[config.mk]
export PLATFORM = sky130hd
export DESIGN_NAME = dbg_wb_master
export DESIGN_NICKNAME = d
export VERILOG_FILES = /design/src/rtl/dbg_wb_pkg.sv /design/src/rtl/dbg_wb_timeout.sv /design/src/rtl/dbg_wb_master.sv
export SDC_FILE = /design/constraint.sdc
export NUM_CORES = 1
export LEC_CHECK = 0
export BUFFER_PORTS_ARGS = -buffer_cell sky130_fd_sc_hd__buf_2
export CORE_MARGIN = 4
export CORE_UTILIZATION = 37
export CTS_CLUSTER_DIAMETER = 40
export DETAILED_ROUTE_END_ITERATION = 16
export PLACE_DENSITY = 0.69
export SLEW_MARGIN = 5
export SYNTH_ARGS = -nofsm -noshare
export SYNTH_HDL_FRONTEND = slang
export SYNTH_SLANG_ARGS = --single-unit
[constraint.sdc]
create_clock -name clk -period 5.19 [get_ports clk]
set_input_delay 0.519 -clock clk [delete_from_list [all_inputs] [get_ports clk]]
set_output_delay 0.519 -clock clk [all_outputs]
set_load 0.005 [all_outputs]
[src/rtl/dbg_wb_pkg.sv]
// Shared types and constants for the byte-stream debug bus initiator.
// The optional auto-increment feature is enabled by defining DBG_WB_AUTOINC_EN.
package dbg_wb_pkg;

    typedef enum logic [2:0] {IDLE, ADDR, SEL, DATA, BUS, RESP} state_t;

    localparam logic [7:0] OP_WRITE      = 8'h01;
    localparam logic [7:0] OP_READ       = 8'h02;
    localparam logic [7:0] OP_READ_NEXT  = 8'h03;
    localparam logic [7:0] OP_WRITE_NEXT = 8'h04;

    localparam logic [7:0] DEF_ERR_BYTE = 8'hEE;
    localparam logic [7:0] DEF_TMO_BYTE = 8'hE0;
    localparam logic [7:0] DEF_OK_BYTE  = 8'hA5;

    localparam int TMO_W = 16;

endpackage

[src/rtl/dbg_wb_timeout.sv]
// Bus-cycle watchdog: loadable down-counter; expire marks the last allowed strobe cycle.
module dbg_wb_timeout
    import dbg_wb_pkg::*;
#(
    parameter int unsigned TIMEOUT = 255
) (
    input  logic clk,
    input  logic reset,
    input  logic load,
    input  logic clr,
    input  logic en,
    output logic expire
);

    logic [TMO_W-1:0] cnt;

    always_ff @(posedge clk or negedge reset) begin
        if (!reset)
            cnt <= '0;
        else if (load)
            cnt <= TMO_W'(TIMEOUT);
        else if (clr)
            cnt <= '0;
        else if (en && cnt != '0)
            cnt <= cnt - TMO_W'(1);
    end

    assign expire = en && (cnt == TMO_W'(1));

endmodule

[src/rtl/dbg_wb_master.sv]
// Command-byte decoder driving single 32-bit bus cycles and returning a byte response.
// Define DBG_WB_AUTOINC_EN for address auto-increment and the *_NEXT opcodes.
module dbg_wb_master
    import dbg_wb_pkg::*;
#(
    parameter int unsigned TIMEOUT  = 255,
    parameter logic [7:0]  ERR_BYTE = DEF_ERR_BYTE,
    parameter logic [7:0]  TMO_BYTE = DEF_TMO_BYTE,
    parameter logic [7:0]  OK_BYTE  = DEF_OK_BYTE
) (
    input  logic        clk,
    input  logic        reset,
    input  logic        rx_valid,
    input  logic [0:7]  rx_data,
    output logic        rx_ready,
    output logic        tx_valid,
    output logic [0:7]  tx_data,
    input  logic        tx_ready,
    output logic [0:23] adr_o,
    output logic        cyc_o,
    output logic        stb_o,
    output logic        we_o,
    output logic [0:3]  sel_o,
    output logic [0:31] dat_o,
    input  logic        ack_i,
    input  logic [0:31] dat_i
);

`ifdef DBG_WB_AUTOINC_EN
    localparam bit AUTOINC = 1'b1;
`else
    localparam bit AUTOINC = 1'b0;
`endif

    state_t      state;
    logic        is_wr;
    logic [1:0]  cnt;
    logic [1:0]  tx_left;
    logic [23:0] adr_r;
    logic [23:0] rd_sh;
    logic        bus_act;
    logic [7:0]  byte_in;
    logic        rx_fire;
    logic        go_bus;
    logic        expire;

    assign byte_in = rx_data;
    assign rx_fire = rx_valid && rx_ready;
    assign adr_o   = {adr_r[23:2], 2'b00};
    assign cyc_o   = bus_act;
    assign stb_o   = bus_act;

    always_comb begin
        go_bus = 1'b0;
        case (state)
            IDLE:    go_bus = rx_fire && AUTOINC && byte_in == OP_READ_NEXT;
            ADDR:    go_bus = rx_fire && cnt == 2'd0 && !is_wr;
            DATA:    go_bus = rx_fire && cnt == 2'd0;
            default: go_bus = 1'b0;
        endcase
    end

    dbg_wb_timeout #(.TIMEOUT(TIMEOUT)) u_tmo (
        .clk    (clk),
        .reset  (reset),
        .load   (go_bus),
        .clr    (state != BUS),
        .en     (state == BUS),
        .expire (expire)
    );

    always_ff @(posedge clk or negedge reset) begin
        if (!reset) begin
            state    <= IDLE;
            is_wr    <= 1'b0;
            cnt      <= '0;
            tx_left  <= '0;
            adr_r    <= '0;
            rd_sh    <= '0;
            bus_act  <= 1'b0;
            we_o     <= 1'b0;
            sel_o    <= '0;
            dat_o    <= '0;
            rx_ready <= 1'b0;
            tx_valid <= 1'b0;
            tx_data  <= '0;
        end else begin
            case (state)
                IDLE: begin
                    rx_ready <= 1'b1;
                    if (rx_fire) begin
                        if (byte_in == OP_WRITE || byte_in == OP_READ) begin
                            state <= ADDR;
                            cnt   <= 2'd2;
                            is_wr <= (byte_in == OP_WRITE);
                        end else if (AUTOINC && byte_in == OP_WRITE_NEXT) begin
                            state <= SEL;
                            is_wr <= 1'b1;
                        end else if (AUTOINC && byte_in == OP_READ_NEXT) begin
                            state <= BUS;
                            is_wr <= 1'b0;
                        end else begin
                            rx_ready <= 1'b0;
                            tx_valid <= 1'b1;
                            tx_data  <= ERR_BYTE;
                            tx_left  <= 2'd0;
                            state    <= RESP;
                        end
                    end
                end
                ADDR: if (rx_fire) begin
                    adr_r <= {adr_r[15:0], byte_in};
                    cnt   <= cnt - 2'd1;
                    if (cnt == 2'd0)
                        state <= is_wr ? SEL : BUS;
                end
                SEL: if (rx_fire) begin
                    sel_o <= byte_in[3:0];
                    cnt   <= 2'd3;
                    state <= DATA;
                end
                DATA: if (rx_fire) begin
                    dat_o <= {dat_o[8:31], byte_in};
                    cnt   <= cnt - 2'd1;
                    if (cnt == 2'd0)
                        state <= BUS;
                end
                BUS: begin
                    // ack in the expiry cycle still completes the access
                    if (ack_i) begin
                        bus_act  <= 1'b0;
                        we_o     <= 1'b0;
                        tx_valid <= 1'b1;
                        state    <= RESP;
                        if (is_wr) begin
                            tx_data <= OK_BYTE;
                            tx_left <= 2'd0;
                        end else begin
                            tx_data <= dat_i[0:7];
                            rd_sh   <= dat_i[8:31];
                            tx_left <= 2'd3;
                        end
                        if (AUTOINC)
                            adr_r[23:2] <= adr_r[23:2] + 22'd1;
                    end else if (expire) begin
                        bus_act  <= 1'b0;
                        we_o     <= 1'b0;
                        tx_valid <= 1'b1;
                        tx_data  <= TMO_BYTE;
                        tx_left  <= 2'd0;
                        state    <= RESP;
                    end
                end
                RESP: if (tx_valid && tx_ready) begin
                    if (tx_left == 2'd0) begin
                        tx_valid <= 1'b0;
                        rx_ready <= 1'b1;
                        state    <= IDLE;
                    end else begin
                        tx_data <= rd_sh[23:16];
                        rd_sh   <= {rd_sh[15:0], 8'h00};
                        tx_left <= tx_left - 2'd1;
                    end
                end
                default: state <= IDLE;
            endcase

            // bus cycle launch; reads present all lanes and zero write data
            if (go_bus) begin
                rx_ready <= 1'b0;
                bus_act  <= 1'b1;
                we_o     <= (state == DATA);
                if (state != DATA) begin
                    sel_o <= 4'hF;
                    dat_o <= '0;
                end
            end
        end
    end

endmodule

# Word-level counts from Yosys, hierarchy flattened
# Cells that the tools add are included.
# classes
n_addsub	3
eq_ne	27
n_mux	69
reduce_logical	29
# op_table
cell	count
$mux 32	4
$mux 24	4
$mux 8	7
$mux 16	3
$pmux 24 s2	1
$mux 3	12
$ne 2x2->1 const B	13
$pmux 8 s3	1
$mux 2	11
$pmux 3 s6	1
$eq 16x1->1 const B	1
$mux 1	16
$mux 4	4
$reduce_bool 16->1	1
$sub 16x1->16 const B	1
$reduce_bool 3->1	5
$ne 3x3->1 const B	4
$pmux 2 s3	2
$reduce_and 6->1	2
$reduce_and 5->1	2
$reduce_and 9->1	1
$eq 8x1->1 const B	1
$eq 8x2->1 const B	1
$eq 3x2->1 const B	2
other kinds (16)	28
# totals
regBits	120
output_inout_bits	73

# Depth between registers and ports, before layout
# logic_depth
depth_word	6
mapped_depth	8
depth_no_buf	7

# Modules after synthesis
# A second synthesis with hierarchy kept.
# unflattened
cells_unflattened	579
area_unflattened_um2	5803.1
# by_module_without_submodules
module	n_inst	cells_per_inst	area_each_um2	seq_area_each_um2
dbg_wb_master	1	465	4788.3	2602.5
dbg_wb_timeout	1	114	1014.7	400.4

# Least setup slack after synthesis
# OpenSTA, ideal clock, no wires.
# synth_path
path_type	register -> register
startpoint	register u_tmo.cnt[0]
endpoint	register u_tmo.cnt[13]
setup_time_ns	0.131
arrival_ns	1.772
required_ns	5.059
slack_ns	3.287
stages_incl_launch_ff	7
period_less_slack_ns	1.903
path_cell_list	dfrtp_1 inv_1 ha_1 or4b_2 o2111ai_1 xor2_1 nor2_1
# synth_between
elab_chain_cells	4
elab_cells_between_ends	7
classes_between	1 x add/sub; 3 x mux; 3 x reduce/logical
# synth_lines
element	line	rtl
start, declared	dbg_wb_timeout.sv:15	logic [TMO_W-1:0] cnt;
start signal, assigned	dbg_wb_timeout.sv:21	cnt <= TMO_W'(TIMEOUT);
start signal, assigned	dbg_wb_timeout.sv:25	cnt <= cnt - TMO_W'(1);
$sub 16x1->16	dbg_wb_timeout.sv:25	
$mux 16	dbg_wb_timeout.sv:24	else if (en && cnt != '0)
$mux 16	dbg_wb_timeout.sv:22	else if (clr)
$mux 16	dbg_wb_timeout.sv:20	else if (load)
# Parallel ways exist; a longest one is shown, timed or not. The select of a mux whose other input is x is not followed.
# A chain may end at the register's enable or synchronous reset.

# Final worst setup path
# layout_path
startpoint	register state[0]
endpoint	register rd_sh[7]
# layout_between
elab_chain_cells	3
elab_cells_between_ends	9
classes_between	6 x eq/ne; 1 x mux; 2 x reduce/logical
# layout_lines
element	line	rtl
start, declared	dbg_wb_master.sv:35	state_t state;
start signal, assigned	dbg_wb_master.sv:115	state <= is_wr ? SEL : BUS;
$eq 3x3->1	dbg_wb_master.sv:88	case (state)
$ne 2x2->1 (no line) / $reduce_bool 2->1 (equally long branches)	n/a	
$reduce_and 5->1 (no line)	n/a	
end signal, assigned	dbg_wb_master.sv:140	rd_sh <= dat_i[8:31];
end signal, assigned	dbg_wb_master.sv:161	rd_sh <= {rd_sh[15:0], 8'h00};
end, declared	dbg_wb_master.sv:40	logic [23:0] rd_sh;
# Parallel ways exist; a longest one is shown, timed or not.

==> flow_summary_export.csv <==
group,metric,value,unit
grt,grt_max_degree,74,
final_layout,final_cell_area,0.00671,mm²
logic_synthesis,synth_largest_area_cell,"dfrtp_1",
place,placed_cell_area,0.00615,mm²
power_and_ir_drop,power_frac_comb,0.327,
grt,grtUsageTotal,0.155,
worst_setup_path,criticalPathCategory,"flip-flop to flip-flop",
cts,clk_latency,0.41,ns
floorplanning,core_area,0.0147,mm²
cts,cts_hold_buf,0,
logic_synthesis,synth_edf_count,0,
power_and_ir_drop,power_leakage,3.32,nW
power_and_ir_drop,power.density,551,mW/mm²
floorplanning,ios,118,
final_layout,fill_cells,1387,
logic_synthesis,ys_seq_area_frac,0.535,
routing,drt_iter0_drc,286,
timing,setup_viol,0,
worst_setup_path,cp-start-kind,"flip-flop",
floorplanning,design.die.area,0.0172,mm²
floorplanning,num_rows,44,
outcome,outcome,"completed",
power_and_ir_drop,power.clock.fraction,0.294,
timing,worst_pin_slew,1.20,ns
timing,worst_hold_slack,0.239,ns
final_layout,final_nets,682,
worst_setup_path,worstReg2RegStart,"state[0]",
final_layout,drive_above_1_share,0.288,
logic_synthesis,synth_area,0.00561,mm²
worst_setup_path,crit_chain,"or3b_1 > nor3b_2 > o21ai_2 > buf_4 > a22o_1",
routing,detail_route.vias_per_cell,5.09,
cts,cts_made_buffers,17,
logic_synthesis,syn_avg_cell_area,10.3,µm²
cts,clk_pin_slew,0.06,ns
worst_setup_path,rr_worst_depth,5,
final_layout,final_cells,830,
power_and_ir_drop,p_switching,1.29,mW
logic_synthesis,synthCells,546,
logic_synthesis,synth.distinct_cells,55,
timing,min_period,2.81,ns
cts,ctsResizeCount,0,
worst_setup_path,critPathMaxStageDelay,0.74,ns
routing,drt_wl_total,12900,µm
timing,max_clock_freq,356,MHz
logic_synthesis,synthArstFlopShare,1.00,
logic_synthesis,netlist.area_leader.share,0.535,
timing,max-slew-margin-rel,0.202,
cts,htreeDepth,4,
cts,clockRootBuffer,"clkbuf_16",
timing,rsz0062_at_grt,"no",
logic_synthesis,synth-seq-cells,120,
logic_synthesis,ys_warn_count,0,
grt,grt_pass1_vias,4356,
final_layout,register_area,0.00300,mm²
routing,dr.pass1.iters,4,
grt,antenna_found_initial,0,
timing,fin_setup_tns,0,ns
routing,postRouteAntennaNets,0,
worst_setup_path,crit_fanout,40,
floorplanning,fp.dieW,131,µm
cts,post-cts-setup-buffer-count,0,
routing,vias,4228,
timing,final_hold_viol_count,0,
place,dp_cells,798,
power_and_ir_drop,vdd_drop_max,0.234,mV
power_and_ir_drop,sequentialPowerShare,0.379,
worst_setup_path,r2r_slack,2.38,ns
floorplanning,die_h,131,µm
worst_setup_path,worst-path-buf-inv,1,
floorplanning,start_util,0.382,
worst_setup_path,worst_path_max_delay_cell,"nor3b_2",
final_layout,area_growth,19.7,%
worst_setup_path,crit_family,"simple AND/OR/NAND/NOR gates",
power_and_ir_drop,switching_share,0.348,
routing,wire_per_inst,15.5,µm
worst_setup_path,worstSetupEndpointType,"flip-flop",
place,gp_congestion,0.813,
power_and_ir_drop,intPower,2.41,mW
cts,cts_sinks,120,
place,hpwl,9230,µm
worst_setup_path,crit_start,"state[0]",
place,port_buffers,115,
worst_setup_path,critPathRequiredTime,5.49,ns
timing,drv_slew,0,
cts,cts_tree,"yes",
timing,min_period_over_period,0.542,
final_layout,multi_input_area,0.00226,mm²
min_path,min_path_type,"input port to asynchronous set/reset pin",
logic_synthesis,synth_area_leaders,"dfrtp_1 54%, nand2_1 6.7%, mux2_2 5.2%",
run,cap_viol_max_count,0,
timing,fin_skew,0.00979,ns
worst_setup_path,arrival,3.11,ns
routing,drc,0,
grt,grt_pass1_wl,21900,µm
logic_synthesis,ys.flop_type,"dfrtp_1",
final_layout,fin_util,0.457,
final_layout,diodes,0,
grt,grt_overflow,0,
cts,cts_buffer_depth,2,
worst_setup_path,r2r-end,"rd_sh[7]",
## worst max path at each step
stage          cells after the start            end
2_1_floorplan                      6  u_tmo.cnt[13]
3_3_place_gp                       5       rd_sh[1]
3_5_place_dp                       5       rd_sh[6]
4_1_cts                            5       rd_sh[7]
5_1_grt                            6      rd_sh[21]
6_report                           5       rd_sh[7]
## area by class of cell
class / instances / area share
Tap cell: 184 / 0.0343
Clock inverter: 14 / 0.0192
Multi-Input combinational cell: 363 / 0.337
Inverter: 11 / 0.00615
Clock buffer: 18 / 0.0639
Timing Repair Buffer: 120 / 0.0917
Sequential cell: 120 / 0.447
## sequential cells by signal, summed over array words and instances, names as in the netlist, 2 cells and up
signal	flops
tx_data	8
u_tmo.cnt	16
rd_sh	24
sel_o	4
adr_r	24
state	3
tx_left	2
cnt	2
dat_o	32
## cell usage in the layout (no fill, tap or decap), types with 3 or more instances in the layout
cell and n:
dfrtp_1 120, buf_2 114, nand2_1 100, a21oi_1 46, nor2_1 31, mux2_2 26
mux2i_1 22, o21ai_0 17, clkbuf_16 17, o21ai_1 16, inv_1 11, nand3_1 10
xor2_1 8, a22o_1 8, nor3_1 7, mux2_1 6, clkinvlp_4 6, buf_4 6
and3_1 5, xnor2_1 5, o31ai_1 4, ha_1 4, clkinv_4 4, nor4_1 3
o22ai_1 3, a221o_1 3, o211ai_1 3, a21o_1 3
## layer usage
metal  track usage  up-vias  share of wire
met5             0        -              0
met4        0.0531        0          0.018
met3        0.0505       21          0.048
met2         0.251      110           0.49
met1         0.195     2056           0.44
li1              -     2041              -
## worst register-to-register path, cell delays in order, from the launching register on
cell	delay (ns)
dfrtp_1	0.63
or3b_1	0.71
nor3b_2	0.75
o21ai_2	0.12
buf_4	0.27
a22o_1	0.23
## stage by stage
stage                     worst slack, ns  power [mW]
after global placement               2.44        2.56
after detailed placement             2.34        2.64
after global routing                 2.08        3.97
after CTS                            2.35        3.75
final                                2.38        3.70
after floorplan                      3.29        2.35
## power groups by stage
stage          Sequential [mW]  Combinational [mW]  Clock (mW)
2_1_floorplan             1.34                1.01           0
3_3_place_gp              1.40                1.17           0
3_5_place_dp              1.42                1.22           0
4_1_cts                   1.41                1.23        1.11
5_1_grt                   1.45                1.35        1.16
6_report                  1.40                1.21        1.09
## kinds of logic (layout without fill, tap and decap cells)
logic type / Yosys count / in the layout / synth area share
xor+xnor: 13 / 13 / 0.0203
simple gates: 174 / 174 / 0.139
mux: 54 / 54 / 0.104
other cells: 1 / 2 / 0.000669
fa+ha+maj: 4 / 4 / 0.00892
flops: 120 / 120 / 0.535
buf+inv: 64 / 163 / 0.0636
compound gates: 116 / 116 / 0.128
## cells in the mapped netlist, drive strengths merged (2+ instances only)
master / instances
a21o: 3
o22ai: 3
nand2: 100
a21oi: 46
nand4: 2
nand3b: 2
inv: 11
nor2: 33
a22o: 8
xnor2: 5
buf: 43
o211ai: 3
nand3: 10
o21ai: 34
clkbuf: 10
xor2: 8
nor3: 7
dfrtp: 120
nor4: 4
a221o: 3
nor3b: 3
o31ai: 4
ha: 4
mux2: 32
and3: 5
mux2i: 22
No activity file was read; power rests on OpenSTA's default activity.
